==> src/rtl/ecmac_pkg.sv <==
// Shared types and helpers for the error-compensation MAC processing element.
package ecmac_pkg;

   typedef enum logic [0:0] {
      ST_NORMAL   = 1'b0,
      ST_DEGRADED = 1'b1
   } ecmac_state_t;

   function automatic int prod_w(input int w);
      return 2 * w;
   endfunction

endpackage

==> src/rtl/ecmac_pe_if.sv <==
// Operand, partial-sum and monitor signal bundle between a PE and its neighbours/controller.
interface ecmac_pe_if
   import ecmac_pkg::*;
#(
   parameter int W_WIDTH    = 8,
   parameter int PSUM_WIDTH = 24,
   parameter int ERR_CNT_W  = 8
);
   logic                          valid_in;
   logic [W_WIDTH-1:0]            weight;
   logic [W_WIDTH-1:0]            activation;
   logic [PSUM_WIDTH-1:0]         partial_sum_in;
   logic [prod_w(W_WIDTH)-1:0]    error_product_in;
   logic                          timing_err_in;
   logic                          clear_degrade;
   logic                          valid_out;
   logic [W_WIDTH-1:0]            next_activation;
   logic [PSUM_WIDTH-1:0]         partial_sum_out;
   logic [prod_w(W_WIDTH)-1:0]    error_product_out;
   logic                          error_out;
   logic                          degrade_out;
   logic [ERR_CNT_W-1:0]          err_count;

   modport master (
      output valid_in, weight, activation, partial_sum_in, error_product_in,
             timing_err_in, clear_degrade,
      input  valid_out, next_activation, partial_sum_out, error_product_out,
             error_out, degrade_out, err_count
   );

   modport slave (
      input  valid_in, weight, activation, partial_sum_in, error_product_in,
             timing_err_in, clear_degrade,
      output valid_out, next_activation, partial_sum_out, error_product_out,
             error_out, degrade_out, err_count
   );
endinterface

==> src/rtl/ecmac_err_monitor.sv <==
// Consecutive/total timing-error counters and the NORMAL/DEGRADED voltage-request FSM.
module ecmac_err_monitor
   import ecmac_pkg::*;
#(
   parameter int ERR_LIMIT = 4,
   parameter int ERR_CNT_W = 8
) (
   input  logic                 clk,
   input  logic                 rst_n,
   input  logic                 err_pulse,
   input  logic                 clean_pulse,
   input  logic                 clear_degrade,
   output logic                 degrade_out,
   output logic [ERR_CNT_W-1:0] err_count
);
   ecmac_state_t         state_q, state_d;
   logic [ERR_CNT_W-1:0] cons_q, cons_d;
   logic [ERR_CNT_W-1:0] tot_q, tot_d;

   always_ff @(posedge clk) begin
      if (!rst_n) begin
         state_q <= ST_NORMAL;
         cons_q  <= '0;
         tot_q   <= '0;
      end else begin
         state_q <= state_d;
         cons_q  <= cons_d;
         tot_q   <= tot_d;
      end
   end

   always_comb begin
      state_d = state_q;
      cons_d  = cons_q;
      tot_d   = tot_q;

      if (err_pulse) begin
         tot_d  = (tot_q == '1)  ? tot_q  : tot_q + 1'b1;
         cons_d = (cons_q == '1) ? cons_q : cons_q + 1'b1;
      end else if (clean_pulse) begin
         cons_d = '0;
      end

      // clear wins over a simultaneous flagged cycle; the total still counts it
      if (clear_degrade) begin
         cons_d = '0;
      end

      case (state_q)
         ST_NORMAL:   if (!clear_degrade && cons_d >= ERR_CNT_W'(ERR_LIMIT)) state_d = ST_DEGRADED;
         ST_DEGRADED: if (clear_degrade) state_d = ST_NORMAL;
         default:     state_d = ST_NORMAL;
      endcase
   end

   assign degrade_out = (state_q == ST_DEGRADED);
   assign err_count   = tot_q;
endmodule

==> src/rtl/ecmac_pe.sv <==
// Error-compensation MAC PE: flagged cycles defer their product to the next PE.
// Optional build macro ECMAC_SATURATE_EN makes partial-sum additions saturate instead of wrap.
module ecmac_pe
   import ecmac_pkg::*;
#(
   parameter int W_WIDTH    = 8,
   parameter int PSUM_WIDTH = 24,
   parameter int ERR_LIMIT  = 4,
   parameter int ERR_CNT_W  = 8
) (
   input logic        clk,
   input logic        rst_n,
   ecmac_pe_if.slave  bus
);
   localparam int P_W = prod_w(W_WIDTH);

   function automatic logic [PSUM_WIDTH-1:0] psum_add(input logic [PSUM_WIDTH-1:0] a,
                                                      input logic [PSUM_WIDTH-1:0] b);
      logic [PSUM_WIDTH:0] s;
      s = {1'b0, a} + {1'b0, b};
`ifdef ECMAC_SATURATE_EN
      return s[PSUM_WIDTH] ? {PSUM_WIDTH{1'b1}} : s[PSUM_WIDTH-1:0];
`else
      return s[PSUM_WIDTH-1:0];
`endif
   endfunction

   logic [P_W-1:0]        prod_p0;
   logic [PSUM_WIDTH-1:0] comp_p0;
   logic [PSUM_WIDTH-1:0] psum_p0;
   logic                  flag_p0;

   logic                  vld_p1;
   logic                  err_p1;
   logic [W_WIDTH-1:0]    act_p1;
   logic [PSUM_WIDTH-1:0] psum_p1;
   logic [P_W-1:0]        eprod_p1;

   // stage p0: product and compensated partial sum
   assign flag_p0 = bus.valid_in & bus.timing_err_in;
   assign prod_p0 = bus.weight * bus.activation;
   assign comp_p0 = psum_add(bus.partial_sum_in,
                             {{(PSUM_WIDTH-P_W){1'b0}}, bus.error_product_in});
   assign psum_p0 = bus.timing_err_in ? comp_p0
                                      : psum_add(comp_p0, {{(PSUM_WIDTH-P_W){1'b0}}, prod_p0});

   // stage p1: registered outputs; idle cycles hold the data path
   always_ff @(posedge clk) begin
      if (!rst_n) begin
         vld_p1   <= 1'b0;
         err_p1   <= 1'b0;
         act_p1   <= '0;
         psum_p1  <= '0;
         eprod_p1 <= '0;
      end else begin
         vld_p1 <= bus.valid_in;
         err_p1 <= flag_p0;
         if (bus.valid_in) begin
            act_p1   <= bus.activation;
            psum_p1  <= psum_p0;
            eprod_p1 <= bus.timing_err_in ? prod_p0 : '0;
         end
      end
   end

   ecmac_err_monitor #(
      .ERR_LIMIT (ERR_LIMIT),
      .ERR_CNT_W (ERR_CNT_W)
   ) u_mon (
      .clk           (clk),
      .rst_n         (rst_n),
      .err_pulse     (flag_p0),
      .clean_pulse   (bus.valid_in & ~bus.timing_err_in),
      .clear_degrade (bus.clear_degrade),
      .degrade_out   (bus.degrade_out),
      .err_count     (bus.err_count)
   );

   assign bus.valid_out         = vld_p1;
   assign bus.error_out         = err_p1;
   assign bus.next_activation   = act_p1;
   assign bus.partial_sum_out   = psum_p1;
   assign bus.error_product_out = eprod_p1;
endmodule

==> src/flat_wrapper.sv <==
// flat-port wrapper written by rule: the top's interface ports become plain ports
module ecmac_pe_flat import ecmac_pkg::*;
#(
   parameter int W_WIDTH    = 8,
   parameter int PSUM_WIDTH = 24,
   parameter int ERR_LIMIT  = 4,
   parameter int ERR_CNT_W  = 8
)
  (clk, rst_n, bus_valid_in, bus_weight, bus_activation, bus_partial_sum_in, bus_error_product_in, bus_timing_err_in, bus_clear_degrade, bus_valid_out, bus_next_activation, bus_partial_sum_out, bus_error_product_out, bus_error_out, bus_degrade_out, bus_err_count);
  ecmac_pe_if #(.W_WIDTH(W_WIDTH), .PSUM_WIDTH(PSUM_WIDTH), .ERR_CNT_W(ERR_CNT_W)) bus_i ();
  input logic clk;
  input logic rst_n;
  input wire logic [$bits(bus_i.valid_in)-1:0] bus_valid_in;
  input wire logic [$bits(bus_i.weight)-1:0] bus_weight;
  input wire logic [$bits(bus_i.activation)-1:0] bus_activation;
  input wire logic [$bits(bus_i.partial_sum_in)-1:0] bus_partial_sum_in;
  input wire logic [$bits(bus_i.error_product_in)-1:0] bus_error_product_in;
  input wire logic [$bits(bus_i.timing_err_in)-1:0] bus_timing_err_in;
  input wire logic [$bits(bus_i.clear_degrade)-1:0] bus_clear_degrade;
  output wire logic [$bits(bus_i.valid_out)-1:0] bus_valid_out;
  output wire logic [$bits(bus_i.next_activation)-1:0] bus_next_activation;
  output wire logic [$bits(bus_i.partial_sum_out)-1:0] bus_partial_sum_out;
  output wire logic [$bits(bus_i.error_product_out)-1:0] bus_error_product_out;
  output wire logic [$bits(bus_i.error_out)-1:0] bus_error_out;
  output wire logic [$bits(bus_i.degrade_out)-1:0] bus_degrade_out;
  output wire logic [$bits(bus_i.err_count)-1:0] bus_err_count;
  assign bus_i.valid_in = bus_valid_in;
  assign bus_i.weight = bus_weight;
  assign bus_i.activation = bus_activation;
  assign bus_i.partial_sum_in = bus_partial_sum_in;
  assign bus_i.error_product_in = bus_error_product_in;
  assign bus_i.timing_err_in = bus_timing_err_in;
  assign bus_i.clear_degrade = bus_clear_degrade;
  assign bus_valid_out = bus_i.valid_out;
  assign bus_next_activation = bus_i.next_activation;
  assign bus_partial_sum_out = bus_i.partial_sum_out;
  assign bus_error_product_out = bus_i.error_product_out;
  assign bus_error_out = bus_i.error_out;
  assign bus_degrade_out = bus_i.degrade_out;
  assign bus_err_count = bus_i.err_count;
  ecmac_pe #(.W_WIDTH(W_WIDTH), .PSUM_WIDTH(PSUM_WIDTH), .ERR_LIMIT(ERR_LIMIT), .ERR_CNT_W(ERR_CNT_W)) u_core (.clk(clk), .rst_n(rst_n), .bus(bus_i));
endmodule
==> config.mk <==
export PLATFORM = sky130hd
export DESIGN_NAME = ecmac_pe_flat
export DESIGN_NICKNAME = d
export VERILOG_FILES = /design/src/rtl/ecmac_pkg.sv /design/src/rtl/ecmac_pe_if.sv /design/src/rtl/ecmac_err_monitor.sv /design/src/rtl/ecmac_pe.sv /design/src/flat_wrapper.sv
export SDC_FILE = /design/constraint.sdc
export NUM_CORES = 1
export LEC_CHECK = 0
export BUFFER_PORTS_ARGS = -buffer_cell sky130_fd_sc_hd__buf_4
export CAP_MARGIN = 25
export CELL_PAD_IN_SITES_DETAIL_PLACEMENT = 1
export CELL_PAD_IN_SITES_GLOBAL_PLACEMENT = 1
export CORE_AREA = 2 2 121 123
export DETAILED_ROUTE_END_ITERATION = 8
export DIE_AREA = 0 0 123 125
export PLACE_DENSITY = 0.91
export SLEW_MARGIN = 20
export SYNTH_ARGS = -nofsm -noshare
export SYNTH_HDL_FRONTEND = slang
export SYNTH_SLANG_ARGS = --single-unit
==> constraint.sdc <==
create_clock -name clk -period 14.6 [get_ports clk]
set_clock_uncertainty 0.05 [all_clocks]
set_input_delay 2.19 -clock clk [delete_from_list [all_inputs] [get_ports clk]]
set_output_delay 2.19 -clock clk [all_outputs]
set_load 0.02 [all_outputs]
======== Word-level counts from Yosys, hierarchy flattened ========
Cells that the tools add are included.
Widths: inputs -> output; s select.
word-level totals
  word-level logic and storage cells ...... 33
  output and inout bits ................... 59
  input port bits ......................... 61
  bits in registers ....................... 67
operators by class
  $mul .................................... 1
  eq/ne operators ......................... 2
  reduce and logical (&&, ||, !) cells .... 3
  mux-type cells .......................... 9
  magnitude comparators ................... 1
  bitwise gates (word level) .............. 5
  add/sub/neg operators ................... 4
operators with widths
  operator             count
  $add 24x16->24       2
  $mux 8               4
  $mux 24              1
  $add 8x1->8 const B  2
  $eq 8x8->1 const B   2
  $mul 8x8->16         1
  $mux 16              1
  $ge 8x3->1 const B   1
  $not 1->1            3
  $and 1x1->1          2
  $mux 1               2
  $pmux 1 s2           1
  $reduce_and 2->1     1
  $logic_and 1x1->1    1
  $logic_not 1->1      1

======== Depth between registers and ports, before layout ========
  word-level depth ........................ 9
  depth in mapped cells ................... 25
  mapped depth without buffers ............ 25

======== Cells and area by module ========
A second synthesis with hierarchy kept.
unflattened totals
  cells, all modules ...................... 754
  area, all modules ....................... 6,532.5 µm²
by module, submodules not included
  module             area each (µm²)  sequential area each (µm²)  times used  cells an instance
  ecmac_pe           5,654.2          1,001.0                     1           658
  ecmac_err_monitor  878.3            340.3                       1           96

======== Worst setup path after synthesis ========
Ideal clock, no wire load.
  path type ............................... in2reg
  start ................................... input port bus_weight[1]
  end ..................................... register u_core.psum_p1[23], in the netlist u_core.bus.partial_sum_out[23]
  arrival time ............................ 7.694 ns
  slack ................................... 6.794 ns
  buffers on the path ..................... 0
  stages .................................. 24
  library setup time ...................... 0.062 ns
  data required time ...................... 14.488 ns
  path through ............................ and2_1 -> fa_1 -> fa_1 -> inv_1 -> fa_1 -> fa_1 -> inv_1 -> ha_1 -> a21oi_1 -> nor2b_1 -> o211ai_1 -> nand2_1 -> a21oi_1 -> xnor2_1 -> ha_1 -> a21o_1 -> a21oi_1 -> nor2b_1 -> o21bai_1 -> nor4_1 -> or4_1 -> or3_1 -> or4_1 -> nand3_1
between the ends
  cells in the longest elaborated chain, start to end .. 3
RTL lines
  element                 RTL line            RTL
  start: declaration      flat_wrapper.sv:14  input wire logic [$bits(bus_i.weight)-1:0] bus_weight;
  $mul 8x8->16            ecmac_pe.sv:41      assign prod_p0 = bus.weight * bus.activation;
  $add 24x16->24          ecmac_pe.sv:20      s = {1'b0, a} + {1'b0, b};
  $mux 24                 ecmac_pe.sv:44      assign psum_p0 = bus.timing_err_in ? comp_p0
  end signal: assignment  ecmac_pe.sv:60      psum_p1 <= psum_p0;
  end: declaration        ecmac_pe.sv:36      logic [PSUM_WIDTH-1:0] psum_p1;
Every way passes these cells.
A chain may end at the register's enable or synchronous reset.

======== Final worst setup path ========
  start ................................... input port bus_weight[2]
  end ..................................... register u_core.psum_p1[23], in the netlist u_core.bus.partial_sum_out[23]
Same word-level chain as after synthesis.

==> flow_summary.rst <==
.. list-table::
   :header-rows: 1

   * - Metric
     - Value
   * - Number of nets in the finished design
     - between 1000 and 1500
   * - Total setup violations reported at the end of the flow
     - 0
   * - Vias after detailed routing
     - around 6000
   * - Storage element area
     - 0.00134 mm2
   * - DR WL/cell
     - around 19 um
   * - Number of remaining DRC errors
     - 0
   * - Critical Path RT
     - roughly 15000 ps
   * - Total buffers and inverters traversed by the critical path
     - 3
   * - Min setup slack post-route
     - ~6200 ps
   * - Main area contributors after synthesis
     - dfxtp_1 (21%), ha_1 (14%), fa_1 (12%)
   * - Sequence of cells on the critical path
     - buf_4, and2_1, fa_1, fa_1, inv_1, fa_1, fa_1, inv_1, ha_1, a21oi_1, nor2b_1, o211ai_1, nand2_1, a41oi_1, nor2b_1, xnor2_1, ha_1, nand4_1, o21bai_1, nor4_1, or4_1, or3_1, or4_1, nand3_1
   * - Most numerous cell types in the synthesized netlist
     - ha_1 (70), dfxtp_1 (67), and2_1 (63), inv_1 (60), nand2_1 (60)
   * - Post-layout util
     - 53.9%
   * - Worst hold slack
     - 427 ps
   * - Starting Density
     - between 40% and 50%
   * - Number of buffers added by the clock tree synthesis step
     - 9
   * - Tightest Pin Transition
     - 619 ps
   * - Overall die height
     - 125 um
   * - Half-perimeter wire length after placement
     - ~15000 um
   * - Num Clock Sinks
     - 67
   * - Fmax achieved
     - around 120 MHz
   * - Placer's final routability congestion estimate
     - 0.912
   * - Area of the multi-input gates
     - 0.00467 mm2
   * - Tightest slew margin relative to the limit
     - 58.7%
   * - Setup total negative slack
     - 0 ps
   * - I/O pin total
     - 120
   * - Worst Path Arrival
     - between 8000 and 9000 ps
   * - Total nets after synthesis
     - 900
   * - Unrepaired setup endpoints after global routing
     - no
   * - Top fanout value on the critical path
     - 8
   * - Chip width
     - ~120 um
   * - Number of synthesized flops with an enable pin
     - 0
   * - Period utilisation layout
     - 57.4%
   * - Clock input transition at the sequential cells of the worst setup and hold paths
     - ~60 ps
   * - Core Rows
     - 44
   * - Routed Wire Length
     - 19700 um
   * - Cell at the slowest stage of the critical path
     - fa_1
   * - Final Slew Violations
     - 0
   * - Max incr delay on CP
     - 590 ps
   * - CTS H-tree depth
     - 3
   * - Initial antenna violation count
     - 0
   * - Post-synthesis async set-or-reset flop share
     - 0%
   * - Overall global routing resource usage
     - 26.3%
   * - Most repeated library cell on the critical path
     - fa_1
   * - Library cell used as clock root buffer
     - clkbuf_16
   * - Max-cap violation count
     - 0
   * - Hold-fix buffers, CTS
     - 0
   * - Wire length of the first global-routing pass
     - 31800 um
   * - Setup Crit Path Kind
     - primary input to flop
   * - Primary FF master, synth
     - dfxtp_1
   * - Summed instance area of the synthesized netlist
     - 0.00631 mm2
   * - Post-Syn Area per Cell
     - between 8 and 9 um2
   * - Latest clock arrival within the worst-skew pair
     - roughly 330 ps
   * - Critical path's top delay family
     - adder cells
   * - Number of global-route vias before repair
     - 6279
   * - Pin count of the biggest net entering global routing
     - between 50 and 60
   * - Static leakage
     - approximately 0.0037 uW
   * - Tightest Hold Check Type
     - flop to flop
   * - Total die area
     - ~0.015 mm2
   * - Number of buffers inserted by port buffering
     - 119
   * - Most common cell in the synthesized netlist
     - ha_1
   * - Clock tree from TritonCTS
     - done
   * - Outcome
     - finished clean
   * - Minimum period implied by the final worst setup slack
     - 8380 ps
   * - Worst setup EP type
     - flop
   * - Placed instance area
     - between 0.007 and 0.008 mm2
   * - Grt total ovfl
     - 0
   * - Final Hold Vio Count
     - 0
   * - Number of instances in the synthesized netlist
     - 731
   * - Vias/cell
     - roughly 5.6
   * - Layout Area Growth over Synthesis
     - 21.3%
   * - Crit path launch type
     - primary input
   * - Power density over cell area
     - 164 mW/mm2
   * - Flip-flop and latch count after synthesis
     - 67
   * - TritonRoute pass-1 iters
     - 5
   * - Cell variety after synth
     - 53
   * - Antenna violation net count after detailed routing
     - 0
   * - Maximum buffer depth of the clock tree
     - 2
   * - Fillcell total
     - about 1800
   * - Peak ir drop on the vdd network
     - between 0.1 and 0.15 mV
   * - Area share of the largest cell type after synthesis
     - 21.3%
   * - Post-place setup slack
     - between 6000 and 7000 ps
   * - Yosys warning total
     - 0
   * - Post-synthesis cell type with the largest combined area
     - dfxtp_1
   * - Core Area
     - 0.0142 mm2
   * - Post-CTS setup-driven buffer insertion count
     - 0
   * - Total inserted antenna cells
     - 0
   * - Post_cts resized
     - 0
   * - Area of all placed cells without fillers
     - 0.00765 mm2
   * - Fraction of layout cells with a size suffix above 1
     - 16.7%
   * - Sequential element share of the synthesized area
     - a little over a fifth
   * - Drt initial violations
     - 280
==> placed cells by master (no fill, tap or decap), types with 19 or more instances in the layout <==
cell	synthesis	layout
fa_1	38	38
dfxtp_1	67	67
xnor2_1	38	38
inv_1	60	60
a21oi_1	45	45
nor2_1	29	29
o21ai_0	35	35
nand2_1	60	60
buf_4	0	120
and2_1	63	63
ha_1	70	70
xor2_1	19	19
nand3_1	22	22
nor2b_1	21	21
==> metrics by stage <==
step	total power (uW)	std cells
global route	1340	1033
global placement	966	1017
floorplan	800	731
CTS	1240	1033
finish	1250	1033
detailed placement	1010	1018
==> registers in the layout (all words and copies together) (netlist names) <==
register,count
u_core.u_mon.degrade_out,1
u_core.u_mon.cons_q,8
u_core.u_mon.err_count,8
u_core.bus.next_activation,8
u_core.bus.error_out,1
u_core.bus.partial_sum_out,24
u_core.bus.valid_out,1
u_core.bus.error_product_out,16
==> final cells by class <==
type | instances | area share (%)
clock buffers | 11 | 3.17
clock inverters | 4 | 0.360
inverters | 61 | 2.99
multi-input cells | 585 | 61.0
flip-flops and latches | 67 | 17.5
well taps | 184 | 3.01
repair buffers | 121 | 11.9
==> logic make-up (layout without fill, tap and decap cells) <==
group / after synthesis / in the layout / share of synthesized area (%)
xor+xnor: 57 / 57 / 7.91
flops: 67 / 67 / 21.3
buf+inv: 79 / 197 / 4.72
simple gates: 240 / 240 / 19.8
compound gates: 169 / 169 / 18.6
mux: 11 / 11 / 1.75
fa+ha+maj: 108 / 108 / 25.9
==> routing by layer <==
layer  track usage (%)  routed length (um)
met1              31.9                8210
met2              44.3                9630
met3              4.47                 941
met4              13.5                 867
met5                 0                   0
==> final timing paths <==
path / start / to / slack (ps) / cells after the start
min reg2reg: u_core.bus.partial_sum_out[18]$_SDFFE_PN0P_ / u_core.bus.partial_sum_out[18]$_SDFFE_PN0P_ / 430 / 2
max: bus_weight[2] / u_core.bus.partial_sum_out[23]$_SDFFE_PN0P_ / 6220 / 24
min: u_core.bus.partial_sum_out[18]$_SDFFE_PN0P_ / u_core.bus.partial_sum_out[18]$_SDFFE_PN0P_ / 430 / 2
max reg2reg: u_core.u_mon.cons_q[3]$_SDFF_PN0_ / u_core.u_mon.degrade_out$_SDFF_PN0_ / 12330 / 8
==> tightest hold or removal path, stage by stage, from the launching register on <==
cell and delay (ps):
dfxtp_1 330, nand2_1 60, o21ai_0 60
==> power by group <==
part           switching, uW  internal [uW]
Sequential              16.0            206
Combinational            483            344
Clock                   85.1            118
Total                    584            669
(Power assumes the default switching activity.)
